[src/rtl/fir_pkg.sv]
// rtl/fir_pkg.sv - shared types and constants for the FIR frame sequencer
package fir_pkg;

    typedef enum logic [2:0] {
        IDLE,
        FETCH,
        ISSUE,
        CAPT,
        HOLD,
        DONE
    } fir_state_e;

    localparam int SAMPLE_W   = 16;
    // FIR data_valid pulses needed before its first valid result
    localparam int FIR_WARMUP = 33;

endpackage

[src/rtl/fir_sample_fifo.sv]
// rtl/fir_sample_fifo.sv - power-of-two sample FIFO with full/empty flags
module fir_sample_fifo #(
    parameter int DEPTH = 4,
    parameter int WIDTH = 16
) (
    input  logic             clk,
    input  logic             rst,
    input  logic             push,
    input  logic [WIDTH-1:0] push_data,
    input  logic             pop,
    output logic [WIDTH-1:0] pop_data,
    output logic             full,
    output logic             empty
);

    localparam int PTR_W = (DEPTH > 1) ? $clog2(DEPTH) : 1;
    localparam int CNT_W = PTR_W + 1;

    logic [WIDTH-1:0] mem [DEPTH];
    logic [PTR_W-1:0] wr_ptr;
    logic [PTR_W-1:0] rd_ptr;
    logic [CNT_W-1:0] count;
    logic             do_push;
    logic             do_pop;

    assign full     = (count == CNT_W'(DEPTH));
    assign empty    = (count == '0);
    assign do_push  = push && !full;
    assign do_pop   = pop && !empty;
    assign pop_data = mem[rd_ptr];

    // Sample storage; contents need no reset since count gates every read.
    always_ff @(posedge clk) begin
        if (do_push) begin
            mem[wr_ptr] <= push_data;
        end
    end

    // Pointers wrap naturally because DEPTH is a power of two.
    always_ff @(posedge clk) begin
        if (rst) begin
            wr_ptr <= '0;
            rd_ptr <= '0;
            count  <= '0;
        end else begin
            if (do_push) begin
                wr_ptr <= wr_ptr + 1'b1;
            end
            if (do_pop) begin
                rd_ptr <= rd_ptr + 1'b1;
            end
            case ({do_push, do_pop})
                2'b10:   count <= count + 1'b1;
                2'b01:   count <= count - 1'b1;
                default: count <= count;
            endcase
        end
    end

endmodule

[src/rtl/fir_frame_ctrl.sv]
// rtl/fir_frame_ctrl.sv - frame sequencer feeding the FIR; optional stall counter under FIR_FRAME_CTRL_STATS_EN
module fir_frame_ctrl
    import fir_pkg::*;
#(
    parameter int FIFO_DEPTH = 4,
    parameter int LEN_W      = 12
) (
    input  logic                clk,
    input  logic                rst,
    input  logic                start,
    input  logic [LEN_W-1:0]    frame_len,
    input  logic                in_valid,
    output logic                in_ready,
    input  logic [SAMPLE_W-1:0] in_data,
    output logic                fir_data_valid,
    output logic [SAMPLE_W-1:0] fir_data,
    input  logic                fir_valid,
    input  logic [SAMPLE_W-1:0] fir_d,
    output logic                out_valid,
    input  logic                out_ready,
    output logic [SAMPLE_W-1:0] out_data,
    output logic                out_last,
    output logic                busy,
`ifdef FIR_FRAME_CTRL_STATS_EN
    output logic [15:0]         stall_cnt,
`endif
    output logic                done
);

    fir_state_e          state;
    fir_state_e          state_next;
    logic [LEN_W-1:0]    remaining;
    logic                pop;
    logic                fifo_full;
    logic                fifo_empty;
    logic [SAMPLE_W-1:0] fifo_head;

    fir_sample_fifo #(
        .DEPTH (FIFO_DEPTH),
        .WIDTH (SAMPLE_W)
    ) u_fifo (
        .clk       (clk),
        .rst       (rst),
        .push      (in_valid),
        .push_data (in_data),
        .pop       (pop),
        .pop_data  (fifo_head),
        .full      (fifo_full),
        .empty     (fifo_empty)
    );

    assign in_ready = !fifo_full;

    // Next-state and FIFO pop decision.
    always_comb begin
        state_next = state;
        pop        = 1'b0;
        case (state)
            IDLE: begin
                if (start) begin
                    state_next = (frame_len == '0) ? DONE : FETCH;
                end
            end
            FETCH: begin
                if (!fifo_empty) begin
                    pop        = 1'b1;
                    state_next = ISSUE;
                end
            end
            ISSUE: state_next = CAPT;
            CAPT: begin
                if (fir_valid) begin
                    state_next = HOLD;
                end else begin
                    state_next = (remaining == '0) ? DONE : FETCH;
                end
            end
            HOLD: begin
                if (out_ready) begin
                    state_next = (remaining == '0) ? DONE : FETCH;
                end
            end
            DONE:    state_next = IDLE;
            default: state_next = IDLE;
        endcase
    end

    // State, frame counter and registered outputs; strobes are derived from
    // the next state so they line up with the state they describe.
    always_ff @(posedge clk) begin
        if (rst) begin
            state          <= IDLE;
            remaining      <= '0;
            fir_data_valid <= 1'b0;
            fir_data       <= '0;
            out_valid      <= 1'b0;
            out_data       <= '0;
            out_last       <= 1'b0;
            busy           <= 1'b0;
            done           <= 1'b0;
        end else begin
            state          <= state_next;
            fir_data_valid <= (state_next == ISSUE);
            busy           <= (state_next != IDLE);
            done           <= (state_next == DONE);
            if (state == IDLE && start) begin
                remaining <= frame_len;
            end
            if (pop) begin
                fir_data  <= fifo_head;
                remaining <= remaining - LEN_W'(1);
            end
            if (state == CAPT && fir_valid) begin
                out_valid <= 1'b1;
                out_data  <= fir_d;
                out_last  <= (remaining == '0);
            end
            if (state == HOLD && out_ready) begin
                out_valid <= 1'b0;
                out_last  <= 1'b0;
            end
        end
    end

`ifdef FIR_FRAME_CTRL_STATS_EN
    // Cycles a presented beat waits on downstream; saturates, restarts per frame.
    always_ff @(posedge clk) begin
        if (rst || (state == IDLE && start)) begin
            stall_cnt <= '0;
        end else if (out_valid && !out_ready && stall_cnt != 16'hFFFF) begin
            stall_cnt <= stall_cnt + 16'd1;
        end
    end
`endif

endmodule
[config.mk]
export PLATFORM = sky130hd
export DESIGN_NAME = fir_frame_ctrl
export DESIGN_NICKNAME = d
export VERILOG_FILES = /design/src/rtl/fir_pkg.sv /design/src/rtl/fir_sample_fifo.sv /design/src/rtl/fir_frame_ctrl.sv
export SDC_FILE = /design/constraint.sdc
export NUM_CORES = 1
export LEC_CHECK = 0
export ABC_AREA = 1
export CAP_MARGIN = 25
export CORE_ASPECT_RATIO = 0.9
export CORE_MARGIN = 8
export CORE_UTILIZATION = 49
export CTS_BUF_LIST = sky130_fd_sc_hd__clkbuf_2 sky130_fd_sc_hd__clkbuf_4 sky130_fd_sc_hd__clkbuf_8
export CTS_CLUSTER_SIZE = 30
export DETAILED_ROUTE_END_ITERATION = 7
export PLACE_DENSITY_LB_ADDON = 0.1
export SETUP_SLACK_MARGIN = 0.5
export SYNTH_ARGS = -nofsm -noshare
export SYNTH_HDL_FRONTEND = slang
export SYNTH_SLANG_ARGS = --single-unit
export TNS_END_PERCENT = 1
[constraint.sdc]
create_clock -name clk -period 1.9 [get_ports clk]
set_input_delay 0.285 -clock clk [delete_from_list [all_inputs] [get_ports clk]]
set_output_delay 0.285 -clock clk [all_outputs]
set_load 0.02 [all_outputs]
==> Yosys cells after proc, flatten, opt, wreduce, memory -nomap -nowiden <==
Memory sizes are Yosys's and may differ from the RTL's. A register that Yosys moved wholly into a read port is not among the register bits.
Cells that the tools add are included.
{ "op_classes": {"add_sub_neg": 5, "n_eq_ne": 9, "n_mux": 14, "n_reduce_logical": 15} }
{ "ops": {"columns": ["cell", "n"], "rows": [
  ["$logic_not A12 Y1", 2],
  ["$mux W12", 2],
  ["$mux W3", 6],
  ["$pmux W3 S5", 1],
  ["$sub A12 B1 Y12 const B", 1],
  ["$eq A3 B2 Y1 const B", 3],
  ["$eq A3 B3 Y1 const B", 3],
  ["$logic_not A3 Y1", 2],
  ["$pmux W3 S2", 1],
  ["$logic_and A1 B1 Y1", 5],
  ["$add A2 B1 Y2 const B", 2],
  ["$mux W1", 4],
  ["$reduce_bool A2 Y1", 2],
  ["$add A3 B1 Y3 const B", 1],
  ["$eq A3 B1 Y1 const B", 1],
  ["$reduce_bool A3 Y1", 1],
  ["$sub A3 B1 Y3 const B", 1],
  ["$eq A2 B1 Y1 const B", 1],
  ["$eq A2 B2 Y1 const B", 1],
  ["$logic_not A1 Y1", 2],
  ["$reduce_or A2 Y1", 1]
]} }
{ "totals": {"reg_bits": 43, "ram_bits": 64, "in_bits": 50, "output_inout_bits": 38, "elab_cells": 55, "mem_count": 1} }
{ "mem_list": {"columns": ["memory", "depth", "word_bits", "read_ports", "rd_ports_with_merged_regs", "wr", "line_no", "text"], "rows": [
  ["u_fifo.mem", 4, 16, 1, 1, 1, "fir_sample_fifo.sv:19", "logic [WIDTH-1:0] mem [DEPTH];"]
]} }

==> Longest topological paths before layout <==
Gate-level depths: netlist of the first run.
{ "logic_depth": {"word_depth": 6, "ltp_mapped": 13, "mapped_depth_nobuf": 12} }

==> Hierarchy <==
From an unflattened synthesis of the first run, not the netlist that was laid out.
{ "unflattened": {"cells_unflattened": 563, "area_unflattened_um2": 5195.0} }
{ "by_module_without_submodules": {"columns": ["mod", "n_inst", "cells_each", "area_each_um2", "seq_area_each_um2"], "rows": [
  ["fir_sample_fifo", 1, 224, 2849.0, 2102.0],
  ["fir_frame_ctrl", 1, 339, 2346.0, 1041.0]
]} }

==> Worst setup path after synthesis of the first run <==
No wires, ideal clock.
{ "synth_path": {"kind": "register to register", "start": "register state[1]", "end": "register u_fifo.count[2]", "setup_ns": 0.122, "t_arrival_ns": 1.903, "path_slack_ns": -0.125, "path_stages_with_launch": 14, "n_path_buf": 1, "period_less_slack_ns": 2.025, "path_cell_list": "dfxtp_1 > inv_1 > nand3_2 > inv_2 > nand2_4 > inv_4 > buf_2 > ha_1 > inv_1 > fa_1 > a21oi_1 > o21ai_0 > o21ai_0 > a21oi_1"} }
{ "synth_via": {"elab_chain_len": 5, "word_cells_on_any_way": 7, "cone_classes": "3 x eq/ne; 2 x mux; 2 x reduce/logical"} }
{ "synth_rtl": {"columns": ["element", "line_no", "text"], "rows": [
  ["start: declaration", "fir_frame_ctrl.sv:30", "fir_state_e state;"],
  ["start signal: assignment", "fir_frame_ctrl.sv:102", "state <= state_next;"],
  ["$eq A3 B1 Y1 *", "fir_frame_ctrl.sv:58", "case (state)"],
  ["$mux W1 *", "fir_frame_ctrl.sv:58", null],
  ["$logic_and A1 B1 Y1 *", "fir_sample_fifo.sv:29", "assign do_pop = pop && !empty;"],
  ["named net u_fifo.do_pop", "fir_sample_fifo.sv:24", "logic do_pop;"],
  ["$eq A2 B1 Y1 / $eq A2 B2 Y1 (equally long branches)", "fir_sample_fifo.sv:52", "case ({do_push, do_pop})"],
  ["$pmux W3 S2 / $reduce_bool A2 Y1 (equally long branches)", null, null],
  ["end signal: assignment", "fir_sample_fifo.sv:53", "2'b10: count <= count + 1'b1;"],
  ["end signal: assignment", "fir_sample_fifo.sv:54", "2'b01: count <= count - 1'b1;"],
  ["end signal: assignment", "fir_sample_fifo.sv:55", "default: count <= count;"],
  ["end: declaration", "fir_sample_fifo.sv:22", "logic [CNT_W-1:0] count;"]
]} }
Mark *: on every way through the listed nets, which the timed path passes. The rest lies on a longest branch.
A chain may end at the register's enable or synchronous reset.

==> Worst setup path in the final report of the first run <==
{ "layout_path": {"start": "register out_data[13]", "end": "output out_data[13]"} }
{ "layout_lines": {"columns": ["element", "line_no", "text"], "rows": [
  ["start: declaration", "fir_frame_ctrl.sv:21", "output logic [SAMPLE_W-1:0] out_data,"],
  ["start signal: assignment", "fir_frame_ctrl.sv:115", "out_data <= fir_d;"]
]} }
No word-level cell between the ends.

==> results of run 1 <==
metal layers:
| layer | GRT usage, % | part of all wire (%) | vias up | wire, um |
|---|---|---|---|---|
| met1 | 19.6 | 42 | 1895 | 5000 |
| met2 | 30.1 | 51 | 93 | 6010 |
| met3 | 5.13 | 6.2 | 12 | 736 |
| met4 | 7.70 | 0.95 | 0 | 113 |
| li1 | - | - | 2044 | - |
| met5 | 0 | 0 | - | 0 |
metrics by stage:
stage          area [um2]  hold slack [ns]  setup WS [ns]  std cells  utilization [%]
2_1_floorplan        5150            0.384         0.0990        543                -
3_3_place_gp         6180            0.437         0.0988        751             60.6
3_5_place_dp         6180            0.441         0.0493        751             60.6
4_1_cts              6640            0.388          0.199        789             65.1
5_1_grt              6680            0.399          0.118        792             65.5
6_report             6680            0.419          0.239        792             65.5
Yosys cell counts, drive strengths merged:
cell type / n
nand2: 97
nor2: 96
o21ai: 70
edfxtp: 64
dfxtp: 59
inv: 42
a21oi: 38
a31oi: 18
nand3: 17
buf: 14
clkbuf: 9
ha: 6
clkinv: 2
nand4: 2
nor3: 2
o21a: 2
xor2: 2
fa: 1
o211ai: 1
or2: 1
placed cells by master, fill, tap and decap left out, types with 2 or more instances in the layout:
master	synthesis	final
clkinv_2	0	2
clkinv_4	1	5
nor2_1	96	96
clkinvlp_4	0	3
a21oi_1	30	29
a31oi_1	18	18
edfxtp_1	64	64
o21ai_1	2	3
nand4_1	2	2
nand3_1	15	13
inv_2	5	6
dfxtp_1	59	53
xor2_1	2	2
nand2_4	2	2
buf_4	3	21
dfxtp_2	0	5
o21a_1	2	2
ha_1	6	5
clkdlybuf4s50_1	0	75
clkbuf_8	0	17
a21oi_2	8	9
buf_12	1	2
inv_4	1	3
inv_6	0	4
nand2_2	9	10
inv_1	36	32
o21ai_0	68	66
nand2_1	86	85
dlygate4sd2_1	0	12
bufinv_16	0	2
nand3_2	2	3
sequential cells by signal, indices dropped and copies added (netlist names):
name,cells
busy,1
out_valid,1
remaining,12
fir_data_valid,1
state,3
u_fifo.wr_ptr,2
fir_data,16
done,1
u_fifo.rd_ptr,2
u_fifo.count,3
out_last,1
u_fifo.mem,64
out_data,16
logic make-up (layout without fill, tap and decap cells):
logic type,count (synthesis),in the layout
xor+xnor,2,2
compound gates,129,129
fa+ha+maj,7,7
buf+inv,67,187
simple gates,215,215
flops,123,123
path summary, 6_finish.rpt:
path | from | endpoint | slack [ns]
worst max-delay path | out_data[13] | out_data[13] | 0.24
worst min-delay path | fir_d[13] | out_data[13] | 0.42
worst max register to register | state[1] | u_fifo.count[2] | 0.25
worst min register to register | out_data[10] | out_data[10] | 0.47
power groups by stage:
stage	Sequential, uW	Clock [uW]	Combinational (uW)
finish	3320	2300	2210
global route	3370	2480	2480
CTS	3320	2350	2200
detailed placement	3370	0	2160
global placement	3360	0	2120
floorplan	3480	0	1320
cell type report:
type | instances | area, um2 | share of cell area, %
clock buffers | 17 | 234 | 3.50
clock inverters | 15 | 165 | 2.47
inverters | 44 | 183 | 2.74
multi-input cells | 353 | 1760 | 26.3
flip-flops and latches | 123 | 3110 | 46.6
well taps | 129 | 161 | 2.42
repair buffers | 111 | 1060 | 15.9
repair_timing:
item / 4_1_cts / 5_1_grt
endpoints found under the setup margin: 129 / 157
endpoints found under the hold margin: 0 / 0
setup buffers: 6 / 3
resized for setup: 24 / 7
pin swaps: 5 / 5
==> run metrics, run 1 <==
Hold Path Class in -> reg; PD cells between 1000 and 1500 mW/mm2; worst-path fanout max 2; first-pass GRT wire length between 15000 and 20000 um; CP top delay family buffers and inverters; R2R cell count 12; Hold Path Stages 3; crit share post-route 87.4%; filler instances ~870; Layout Nets 707; status complete, no violations; layout cells sized above 1 approximately 16%; Reg clk slew, reported paths 0.07 ns; CTS Buffer Depth 2; RD Place Congestion 0.863; Finish-stage setup viols 0; TritonCTS clock tree built; Worst EP arrival roughly 1.4 ns; Cell variety after synth 33; cells along the critical path clkdlybuf4s50_1; syn avg cell area ~9.4 um2; Adder-Cell Fraction of Synth Area approximately 1.9%; # hold bufs at CTS 0; Internal between 5000 and 6000 uW; via count 4044; critical path type reg -> out; die width ~120 um; Post-DP HPWL slightly below 8000 um; vias in the first global route 4098; largest net degree at the start of global routing 46; RSZ-0062 raised after global routing yes; Worst setup SP type register; P_leak ~0.0026 uW; Post-Synth XOR/XNOR Area 0.342%; clock sink count ~120; IO buf count between 80 and 90; Syn Nets 600; combinational family with the most area after synthesis simple AND/OR/NAND/NOR gates; remaining antenna violation count 0; sequential cell area fraction in the yosys report 60.6%; CP peak stage delay around 0.6 ns; GRT Total Usage 17.5%; Slowest-stage cell, CP clkdlybuf4s50_1; CP Capture Type output port; residual DRC count 0; YS warnings 0; mux cell area share after synthesis 0%; Synth Area in Compound Gates around 14%; f_max roughly 600 MHz; initial core utilization about half; Mapped Cells ~540; FF+latch count, synth around 120; initial antenna violation count 0; drt wl/cell roughly 15 um; P&R area growth vs syn 30.4%; GRT Residual Overflow 0; part of the power in registers a little over two fifths; final setup TNS 0 ns; H-tree depth 4; Comb power frac between 20% and 30%; WL final approximately 12000 um; Synth area leaders edfxtp_1, dfxtp_1, nor2_1; Yosys top cell area share between 30% and 40%; Max Cap Viol 0; DR iter-0 viols between 300 and 400; drt first pass iters 5; Root Driver clkbuf_8; core area approximately 0.010 mm2; die area 0.0140 mm2; Ports around 90; biggest area consumer among synthesized cells edfxtp_1; n_diodes 0; DR vias/cell 5.11; Final Critical Period between 1.5 and 2 ns; clock skew 0.00982 ns; clock share of power 29.4%; Worst EP required between 1.5 and 2 ns; Psw 2650 uW; Peak VDD IR approximately 800 uV; Post-Synth Simple-Gate Area ~18%; Hold Fails Final Rpt 0; critical path depth 1; # rows 35; Power, Total 7840 uW; Slew HR 59.0%; worst slew pin tran roughly 0.6 ns; CTS buffer count 17; Die H between 100 and 150 um; number of max-slew violations in the final report 0; clk_lat worst skew around 0.43 ns; Buf/Inv on CP 1; Sw Share roughly 34%; Cell Area, Synth just over 0.005 mm2
Power figures use the tool's default switching activity.
==> run 2, diff against run 1 <==
- CORE_UTILIZATION: 49 -> 40
==> run 2 against run 1 <==
Via count fell by 2.1%. Sequential power about the same. Total power increased by 1.3%. Fmax is 0.52% lower. Largest cell class unchanged. Largest power group unchanged.
==> run metrics, run 2 (synthesis results as in run 1) <==
status complete, no violations; Post-DP HPWL 8020 um (+1.8%); Fin Hold WS 0.399 ns (-0.0203 ns); Hold Path Class in -> reg; Ports 88 (unchanged); # rows 39 (+11%); die area 0.0167 mm2 (+19%); Largest regs u_fifo.mem: 64 flops, fir_data: 16 flops, out_data: 16 flops; initial core utilization 40.7% (-9.5 points); Peak VDD IR 695 uV (-14%); Hold Fails Final Rpt 0 (unchanged); Layout Nets 706 (-0.14%); number of flip-flops under the largest register name 64 (unchanged); initial antenna violation count 0 (unchanged); crit share post-route 87.9% (+0.46 points); met2 Use GR 24.9% (-5.2 points); drt wl/cell 14.7 um (-1.8%); n_diodes 0 (unchanged); Final Critical Period 1.67 ns (+0.00866 ns); placed cell area 0.00622 mm2 (+0.71%); clock skew 0.00444 ns (-0.00538 ns); via count 3959 (-2.1%); CTS Buffer Depth 2 (unchanged); Sw Share 32.5% (-1.3 points); f_max 599 MHz (-0.52%); Final Cell Area 0.00671 mm2 (+0.49%); GRT Residual Overflow 0 (unchanged); Max Cap Viol 0 (unchanged); DR iter-0 viols 202 (-35%); Comb power frac 26.9% (-1.3 points); Largest Register u_fifo.mem; Finish-stage setup viols 0 (unchanged); remaining antenna violation count 0 (unchanged); Psw 2580 uW (-2.5%); worst slew pin tran 0.453 ns (-0.158 ns); Reg clk slew, reported paths 0.07 ns (about the same); part of the power in registers 41.9% (-0.5 points); CTS buffer count 17 (unchanged); clock share of power 31.2% (+1.8 points); final setup TNS 0 ns (unchanged); Root Driver clkbuf_8; Power, Total 7940 uW (+1.3%); DR vias/cell 4.79 (-6.1%); WL final 12200 um (+2.4%); TritonCTS clock tree built; first-pass GRT wire length 19800 um (+2.5%); P_leak 0.00269 uW (+4.5%); PD cells 1180 mW/mm2 (+0.84%); GRT Total Usage 15.3% (-2.2 points); number of max-slew violations in the final report 0 (unchanged); critical path type reg -> reg; H-tree depth 4 (unchanged); clock sink count 123 (unchanged); commonest non-fill, non-tap cell in the layout nor2_1; RD Place Congestion 0.843 (-2.3%); Internal 5360 uW (+3.3%); largest net degree at the start of global routing 46 (unchanged); IO buf count 87 (unchanged); CP Capture Type register; RSZ-0062 raised after global routing yes; layout cells sized above 1 15.6% (+0.023 points); Worst EP required 2.22 ns (+0.60 ns); drt first pass iters 4 (-1); core area 0.0126 mm2 (+23%); Worst setup SP type register; die width 135 um (+9.3%); vias in the first global route 4017 (-2.0%); P&R area growth vs syn 31.0%; Die H 123 um (+9.2%); leading cell types in the layout, fill and taps excluded nor2_1, nand2_1, o21ai_0, edfxtp_1, dfxtp_1; Worst EP arrival 1.99 ns (+0.61 ns); met1 GRT Util 17.9% (-1.7 points); worst-path fanout max 2 (unchanged); residual DRC count 0 (unchanged); Slew HR 69.8% (+11 points); met3 Resource Use GR 6.09% (+0.97 points); Most Crowded Layer GR met2; clk_lat worst skew 0.44 ns (about the same)
-- run 2: per-stage QoR --
stage	std cells	setup WS, ns	utilization (%)
final	826	0.230	53.3
after global placement	786	0.0980	49.4
after floorplan	543	0.0990	-
after global routing	826	0.151	53.3
after detailed placement	786	0.0547	49.4
after CTS	823	0.208	53.1
-- run 2: what timing repair did --
action / in CTS / in global routing
setup endpoints to repair: 138 / 156
hold buffers: 0 / 0
resized for setup: 48 / 6
pin swaps: 4 / 4
hold endpoints to repair: 0 / 0
buffers inserted: 5 / 3
-- run 2: routing by layer --
metal  wire length (um)  up-vias
met5                  0        -
met4                 85        0
met3                866        6
met2               5810       96
met1               5390     1817
li1                   -     2040
-- run 2: path summary, 6_finish.rpt --
kind                   startpoint               to  slack, ns  depth (start not counted)
setup / recovery         state[1]  u_fifo.count[2]       0.23                         12
hold / removal           fir_d[6]      out_data[6]       0.40                          3
setup reg to reg         state[1]  u_fifo.count[2]       0.23                         12
hold reg to reg   u_fifo.count[0]  u_fifo.count[0]       0.46                          1
-- run 2: area by class of cell --
cell class	count	area, um2
Multi-Input combinational cell	353	1760
Clock inverter	15	198
Fill cell	1172	5880
Timing Repair Buffer	110	1020
Sequential cell	123	3110
Tap cell	164	205
Clock buffer	17	234
Inverter	44	180
-- run 2: power by group through the flow --
stage / Sequential, uW / Clock [uW] / Combinational [uW]
2_1_floorplan: 3480 / 0 / 1320
3_3_place_gp: 3370 / 0 / 2120
3_5_place_dp: 3370 / 0 / 2160
4_1_cts: 3320 / 2560 / 2150
5_1_grt: 3370 / 2680 / 2430
6_report: 3330 / 2480 / 2140
-- run 2: critical path, cell delays in order, from the launching register on --
cell and delay [ns]:
dfxtp_2 0.33, inv_2 0.08, nand3_4 0.08, inv_2 0.07, nand2_4 0.05, clkinv_4 0.05
ha_4 0.11, inv_2 0.04, fa_2 0.35, a21oi_2 0.14, o21ai_2 0.07, o21ai_1 0.14
a21oi_1 0.06
==> run 3, diff against run 2 <==
- ABC_CLOCK_PERIOD_IN_PS: unset -> 1900
==> results of run 3 <==
No change in the layout: final DEF, timing and power equal those of run 2.
